File: config.mk
export PLATFORM = sky130hd
export DESIGN_NAME = ps_ureg_file
export DESIGN_NICKNAME = d
export VERILOG_FILES = /design/src/rtl/ps_ureg_file.sv
export SDC_FILE = /design/constraint.sdc
export NUM_CORES = 1
export LEC_CHECK = 0
export ABC_AREA = 1
export CAP_MARGIN = 20
export CORE_ASPECT_RATIO = 0.9
export CORE_UTILIZATION = 59
export CTS_CLUSTER_SIZE = 20
export DETAILED_ROUTE_END_ITERATION = 12
export PLACE_DENSITY = 0.79
export SKIP_CTS_REPAIR_TIMING = 1
export SYNTH_ARGS = -nofsm -noshare
export SYNTH_HDL_FRONTEND = slang
export SYNTH_SLANG_ARGS = --single-unit
export TNS_END_PERCENT = 30
File: constraint.sdc
create_clock -name clk -period 4.1 [get_ports clk]
set_clock_uncertainty 0.1 [all_clocks]
set_input_delay 0.615 -clock clk [delete_from_list [all_inputs] [get_ports clk]]
set_output_delay 0.615 -clock clk [all_outputs]
set_load 0.05 [all_outputs]
File: src/rtl/ps_ureg_file.sv
// ps_ureg_file: program-sequencer universal register bank.
// Holds CNTR (01), MODE (02), the PC/status hardware stack (04) and the
// stack status register SSTAT (05). The read path is combinational. There is
// no write-to-read bypass: a read in the same cycle as a write returns the old value.
// Optional feature: define PS_STK_ERR_INT_EN to enable the registered
// one-cycle stack-error pulse on ps_stk_int. When it is undefined, the output is tied to 0.
module ps_ureg_file #(
    parameter int DATA_W    = 16,
    parameter int STK_DEPTH = 8
) (
    input  logic              clk,
    input  logic              rst_n,
    input  logic              ps_wrt_en,
    input  logic [4:0]        ps_wrt_add,
    input  logic [DATA_W-1:0] ps_wrt_data,
    input  logic [4:0]        ps_rd_add,
    input  logic              ps_popstck,
    input  logic              ps_cntr_dec,
    output logic [DATA_W-1:0] ps_rd_data,
    output logic              ps_cntr_exp,
    output logic              ps_stk_empty,
    output logic              ps_stk_full,
    output logic              ps_stk_int
);
    localparam int AW = $clog2(STK_DEPTH);
    localparam int DW = $clog2(STK_DEPTH) + 1;

    localparam logic [4:0] A_CNTR  = 5'h01;
    localparam logic [4:0] A_MODE  = 5'h02;
    localparam logic [4:0] A_STK   = 5'h04;
    localparam logic [4:0] A_SSTAT = 5'h05;

    logic [DATA_W-1:0] cntr_q, cntr_d;
    logic [DATA_W-1:0] mode_q, mode_d;
    logic [DW-1:0]     depth_q, depth_d;
    logic              ovf_q, ovf_d;
    logic              unf_q, unf_d;
    logic              exp_q, exp_d;

    logic [DATA_W-1:0] stk_mem [STK_DEPTH];

    logic              push, pop, wr_cntr, wr_mode, wr_sstat;
    logic              stk_empty, stk_full;
    logic [AW-1:0]     top_idx;
    logic [DATA_W-1:0] top_data;
    logic              mem_we;
    logic [AW-1:0]     mem_idx;
    logic              ovf_set, unf_set;
    logic [DATA_W-1:0] sstat;

    // Decode the write strobes and derive the stack status from depth.
    always_comb begin
        push      = ps_wrt_en && (ps_wrt_add == A_STK);
        wr_cntr   = ps_wrt_en && (ps_wrt_add == A_CNTR);
        wr_mode   = ps_wrt_en && (ps_wrt_add == A_MODE);
        wr_sstat  = ps_wrt_en && (ps_wrt_add == A_SSTAT);
        pop       = ps_popstck;
        stk_empty = (depth_q == '0);
        stk_full  = (depth_q == DW'(STK_DEPTH));
        // Depth is a power of two, so wrap-around at depth==STK_DEPTH lands on the last entry.
        top_idx   = depth_q[AW-1:0] - AW'(1);
        top_data  = stk_mem[top_idx];
    end

    // Stack next-state: push, pop, replace-top and the error events.
    always_comb begin
        depth_d = depth_q;
        mem_we  = 1'b0;
        mem_idx = depth_q[AW-1:0];
        ovf_set = 1'b0;
        unf_set = 1'b0;
        if (push && pop) begin
            mem_we = 1'b1;
            if (stk_empty) begin
                // Pop on empty together with a push degenerates into a plain push.
                mem_idx = '0;
                depth_d = DW'(1);
            end else begin
                mem_idx = top_idx;
            end
        end else if (push) begin
            if (stk_full) begin
                ovf_set = 1'b1;
            end else begin
                mem_we  = 1'b1;
                depth_d = depth_q + DW'(1);
            end
        end else if (pop) begin
            if (stk_empty) begin
                unf_set = 1'b1;
            end else begin
                depth_d = depth_q - DW'(1);
            end
        end
    end

    // Sticky error bits: a new event wins over a same-cycle write-1-to-clear.
    always_comb begin
        ovf_d = (ovf_q & ~(wr_sstat & ps_wrt_data[2])) | ovf_set;
        unf_d = (unf_q & ~(wr_sstat & ps_wrt_data[3])) | unf_set;
    end

    // CNTR and MODE. A CNTR write beats a decrement, and the counter saturates at zero.
    always_comb begin
        cntr_d = cntr_q;
        exp_d  = exp_q;
        mode_d = wr_mode ? ps_wrt_data : mode_q;
        if (wr_cntr) begin
            cntr_d = ps_wrt_data;
            exp_d  = 1'b0;
        end else if (ps_cntr_dec) begin
            if (cntr_q != '0) begin
                cntr_d = cntr_q - DATA_W'(1);
            end
            exp_d = (cntr_q == DATA_W'(1));
        end
    end

    // State registers with asynchronous reset.
    always_ff @(posedge clk or negedge rst_n) begin
        if (!rst_n) begin
            cntr_q  <= '0;
            mode_q  <= '0;
            depth_q <= '0;
            ovf_q   <= 1'b0;
            unf_q   <= 1'b0;
            exp_q   <= 1'b0;
        end else begin
            cntr_q  <= cntr_d;
            mode_q  <= mode_d;
            depth_q <= depth_d;
            ovf_q   <= ovf_d;
            unf_q   <= unf_d;
            exp_q   <= exp_d;
        end
    end

    // Stack storage. Its contents are don't-care after reset, so it has no reset.
    always_ff @(posedge clk) begin
        if (mem_we) begin
            stk_mem[mem_idx] <= ps_wrt_data;
        end
    end

    // Combinational read mux. Unmapped addresses read zero.
    always_comb begin
        sstat          = '0;
        sstat[0]       = stk_empty;
        sstat[1]       = stk_full;
        sstat[2]       = ovf_q;
        sstat[3]       = unf_q;
        sstat[4 +: DW] = depth_q;
        case (ps_rd_add)
            A_CNTR:  ps_rd_data = cntr_q;
            A_MODE:  ps_rd_data = mode_q;
            A_STK:   ps_rd_data = stk_empty ? '0 : top_data;
            A_SSTAT: ps_rd_data = sstat;
            default: ps_rd_data = '0;
        endcase
    end

    assign ps_cntr_exp  = exp_q;
    assign ps_stk_empty = stk_empty;
    assign ps_stk_full  = stk_full;

`ifdef PS_STK_ERR_INT_EN
    logic stk_int_q, stk_int_d;

    // One-cycle error pulse, registered on the edge of the offending operation.
    always_comb begin
        stk_int_d = ovf_set | unf_set;
    end

    // Error pulse register.
    always_ff @(posedge clk or negedge rst_n) begin
        if (!rst_n) begin
            stk_int_q <= 1'b0;
        end else begin
            stk_int_q <= stk_int_d;
        end
    end

    assign ps_stk_int = stk_int_q;
`else
    assign ps_stk_int = 1'b0;
`endif

endmodule

# After elaboration in Yosys (flattened, before gate mapping)
# Memories as Yosys holds them, arrays and structs flattened.
# Cells that the tools add are included.
[word_totals] ff_bits=39 ram_bits=128 inputBits=31 out_inout_bits=20 n_memories=1
[memory_table] name="stk_mem" depth=8 width=16 rd=1 rd_ports_with_merged_regs=0 write_ports=1 line_no="40" text="logic [DATA_W-1:0] stk_mem [STK_DEPTH];"
[op_classes] n_addsub=4 eq_ne=13 muxes=27 n_bitwise=8 reduce_logical=12
[op_table] operator="16-bit two-way mux" count=4
[op_table] operator="16-bit one-hot mux with 4 select lines" count=1
[op_table] operator="4-bit two-way mux" count=6
[op_table] operator="5-bit by 3-bit equality test with 1-bit output, second input constant" count=4
[op_table] operator="16-bit by 1-bit equality test with 1-bit output, second input constant" count=1
[op_table] operator="16-bit nonzero test" count=1
[op_table] operator="16-bit by 1-bit subtractor with 16-bit output, second input constant" count=1
[op_table] operator="1-bit two-way mux" count=14
[op_table] operator="5-bit by 1-bit equality test with 1-bit output, second input constant" count=2
[op_table] operator="5-bit by 2-bit equality test with 1-bit output, second input constant" count=2
[op_table] operator="3-bit two-way mux" count=2
[op_table] operator="3-bit by 2-bit != test with 1-bit output, second input constant" count=2
[op_table] operator="1-bit logical AND" count=5
[op_table] operator="4-bit by 1-bit adder with 4-bit output, second input constant" count=1
[op_table] operator="1-bit AND" count=4
[op_table] operator="4-bit equality test, second input constant" count=1
[op_table] operator="4-bit zero test" count=1
[op_table] operator="4-bit AND reduction" count=1
[op_table] operator="2-bit nonzero test" count=2
[op_table] operator="4-bit by 1-bit subtractor with 4-bit output, second input constant" count=1
[op_table] operator="3-bit nonzero test" count=1
[op_table] operator="3-bit by 1-bit subtractor with 3-bit output, second input constant" count=1
[op_table] operator="2-bit != test, second input constant" count=1
[op_table] operator="1-bit NOT" count=2
[op_table] operator="other kinds (2)" count=3

# Logic depth before layout (Yosys ltp)
[logic_depth] word_depth=6 depth_mapped=13 mapped_depth_nobuf=13

# Least setup slack after synthesis
# OpenSTA, ideal clock, no wires.
[synth_path] path_kind="flip-flop to output port" startpoint="register depth_q[0]" endpoint="output port ps_rd_data[1]" arrival_time_ns=2.476 slack_ns=0.909 path_stages_with_launch=11 n_path_buf=2 path_cell_list="dfrtp_1 -> inv_1 -> buf_2 -> buf_2 -> ha_1 -> nand2_2 -> nor2_1 -> inv_1 -> nor2_1 -> nor2_1 -> nand2_1"
[synth_lines] item="start: declaration" line_no="35" text="logic [DW-1:0] depth_q, depth_d;"
[synth_lines] item="start signal: assignment" line_no="131" text="depth_q <= depth_d;"
[synth_lines] item="4-bit equality test" line_no="59" text="stk_full = (depth_q == DW'(STK_DEPTH));"
[synth_lines] item="net ps_stk_full" line_no="22" text="output logic ps_stk_full,"
[synth_lines] item="16-bit one-hot mux with 4 select lines" line_no="153" text="case (ps_rd_add)"
[synth_lines] item="end: declaration" line_no="19" text="output logic [DATA_W-1:0] ps_rd_data,"
# The timed path passes the listed nets, and every way through them passes these cells.

# Final worst setup path
[layout_path] startpoint="register depth_q[0]" endpoint="output port ps_rd_data[10]"
[layout_via] elab_chain_len=4
[layout_lines] item="3-bit by 1-bit subtractor with 3-bit output" line_no="61" text="top_idx = depth_q[AW-1:0] - AW'(1);"
[layout_lines] item="memory read 8 x 16 bit"
[layout_lines] item="16-bit two-way mux *" line_no="156" text="A_STK: ps_rd_data = stk_empty ? '0 : top_data;"
[layout_lines] item="16-bit one-hot mux with 4 select lines *" line_no="153"
# Mark *: on every way between the ends. The rest lies on a longest branch, timed or not.

==> flow_summary_export.csv <==
group,metric,value,unit
worst_setup_path,critical_path_buf_inv_count,3,
timing,drv_slew,0,
outcome,status,"completed",
floorplan,start_util,0.6141,
pwr,p_leak,3.675,nW
synth,yosys_warnings,0,
drt,wl,21470,µm
synth,synth_top_cell_by_area,"edfxtp_1",
timing,holdWs,224.2,ps
grt,track_usage,0.3209,
cts,cts_tree,"done",
floorplan,dieArea,13930,µm²
floorplan,io_pins,51,
placement,placedCellCount,1017,
grt,grt_pass1_wl,33580,µm
synth,synth_top_family_by_area,"simple AND/OR/NAND/NOR gates",
cts,clkLatencyLatePin,430,ps
timing,rsz0062_at_grt,"false",
synth,yosysSeqAreaShare,0.6069,
synth,synth_edf_count,128,
timing,tns,0,ps
synth,yosys.area_share.xor_xnor,0.004254,
cells_and_area,fin_cells,1049,
placement,port_buffers,49,
grt,grt_max_degree,68,
worst_setup_path,crit_fanout,65,
cts,cts.sinks,167,
cts,cts_max_path_buffers,2,
drt,drc,0,
pwr,peakVddDrop,0.3765,mV
drt,antenna_left,0,
timing,min_period,3825,ps
pwr,power,6.147,mW
synth,synth_ff_type,"edfxtp_1",
worst_setup_path,crit_type,"flip-flop to primary output",
job,drv_cap,0,
synth,synth-seq-cells,167,
placement,pre_cts_ws,792.2,ps
cells_and_area,area_growth,17.09,%
timing,tightestPinTransition,982.3,ps
cts,cts_buffers,17,
synth,synthesis.nets,860,
worst_setup_path,crit_family,"buffers and inverters",
synth,synth_top_area_share,0.4840,
synth,synth_compound_area_frac,0.1002,
timing,hold_viol_final,0,
cells_and_area,final_util,0.7191,
cts,path_clk_slew,70,ps
drt,detailedRoute.firstPassIterationCount,6,
worst_setup_path,endpoint_kind,"primary output",
min_path,hp-class,"input pin to async pin",
synth,synthesis.area,7941,µm²
grt,grt_pass1_vias,6154,
timing,timing.final.ws_setup,274.7,ps
synth,synth_most_common_cell,"nor2_1",
floorplan,die_w,124.3,µm
worst_setup_path,cp_cell_sequence,"inv_2, ha_1, buf_4, o21ai_0, o211ai_1, nand3_1, nand2_1, buf_12",
timing,fmax,0.2614,GHz
synth,synth.area.top_cells,"edfxtp_1, dfrtp_1, nor2_1",
pwr,pwr_density_cell,661.1,nW/µm²
drt,vias,6302,
synth,async_flop_share,0.2335,
worst_setup_path,critical_path_required,3380,ps
placement,hpwl,14380,µm
grt,overflow,0,
timing,setup-violations-final,0,
synth,ys_types,37,
cells_and_area,num_antenna_cells,0,
cts,cts_max_level,4,
timing,relSlewSlack,0.3451,
timing,period_share,0.9330,
synth,netlist_top_cells_count,"nor2_1, nand2_1, edfxtp_1",
floorplan,core,12930,µm²
cells_and_area,postLayoutCellArea,9299,µm²
floorplan,die-height,112.1,µm
synth,synthSimpleGateAreaFrac,0.2084,
cells_and_area,drive_gt1_frac,0.09944,
drt,drt_iter0_markers,800,
worst_setup_path,startpoint_type,"flip-flop",
floorplan,num_rows,39,
synth,avgSynthCellArea,9.673,µm²
drt,vias_per_cell,6.008,
placement,gp_congestion,0.9236,
cells_and_area,fin_nets,911,
synth,synth.area.mux_share,0.01276,
cts,cts-root-buf,"clkbuf_16",
worst_setup_path,arrival,3110,ps
worst_setup_path,crit_slowest_cell,"buf_4",
worst_setup_path,max_stage_delay,520,ps
synth,syn_inst,821,
synth,synthAdderAreaFrac,0.01355,
grt,antenna_found_initial,0,
drt,wl_per_cell,20.47,µm
placement,placed_cell_area,8745,µm²
-- kinds of logic after synthesis --
logic type	count (synthesis)
DFF	167
xor gates and xnor gates	3
muxes	9
adders and majority gates	8
and+or+nand+nor	393
AOI/OAI and AO/OA	141
other	1
buffers and inverters	99
-- layer usage --
metal  wire length [µm]  track usage  share of wire
met1               8644       0.4276           0.40
met2              10270       0.5116           0.48
met3               2060      0.09056          0.096
met4                497       0.1068          0.023
met5                  0            0              0
-- final timing paths --
| check | start | endpoint | slack, ps | cells after the start |
|---|---|---|---|---|
| hold / removal | rst_n | depth_q[3]$_DFFE_PN0P_ | 220 | 1 |
| min in group clk | mode_q[2]$_DFFE_PN0P_ | mode_q[2]$_DFFE_PN0P_ | 390 | 2 |
| hold reg to reg | mode_q[2]$_DFFE_PN0P_ | mode_q[2]$_DFFE_PN0P_ | 390 | 2 |
| max in group asynchronous | rst_n | depth_q[0]$_DFFE_PN0P_ | 3000 | 1 |
| setup / recovery | depth_q[0]$_DFFE_PN0P_ | ps_rd_data[10] | 270 | 8 |
| setup reg to reg | depth_q[0]$_DFFE_PN0P_ | stk_mem[5][9]$_DFFE_PP_ | 1100 | 10 |
-- report_power, final --
group	internal (mW)	total [mW]	leakage, nW	switching, mW
Sequential	1.95	2.10	1.64	0.143
Clock	0.846	1.53	0.273	0.682
Combinational	0.773	2.52	1.77	1.75
Total	3.57	6.15	3.67	2.57
-- state kept, by name, summed over array words and instances, names as in the netlist --
name         cells
unf_q            1
mode_q          16
stk_mem        128
depth_q          4
ps_cntr_exp      1
ovf_q            1
cntr_q          16
-- cell type report --
type / instances / area (µm²)
well taps: 164 / 205.2
fillers: 900 / 3632
multi-input cells: 555 / 2698
inverters: 64 / 240.2
repair buffers: 67 / 780.7
clock inverters: 13 / 121.4
clock buffers: 19 / 432.9
flip-flops and latches: 167 / 4821
-- cells in the final DEF (no fill, tap or decap), types with 3 or more instances in the layout --
cell type	n
clkinv_1	3
nor2_1	174
edfxtp_1	128
nor2_4	3
o211ai_1	32
mux2_2	3
nand3_1	56
nor2_2	4
ha_1	7
inv_6	4
nand2_1	142
o21ai_1	5
buf_4	18
inv_2	3
dfrtp_1	38
nand3_2	5
a21oi_1	8
buf_12	16
inv_1	61
o21ai_0	89
clkdlybuf4s50_1	32
clkbuf_16	17
mux2_1	6
o22ai_1	6
Power figures use the tool's default switching activity.
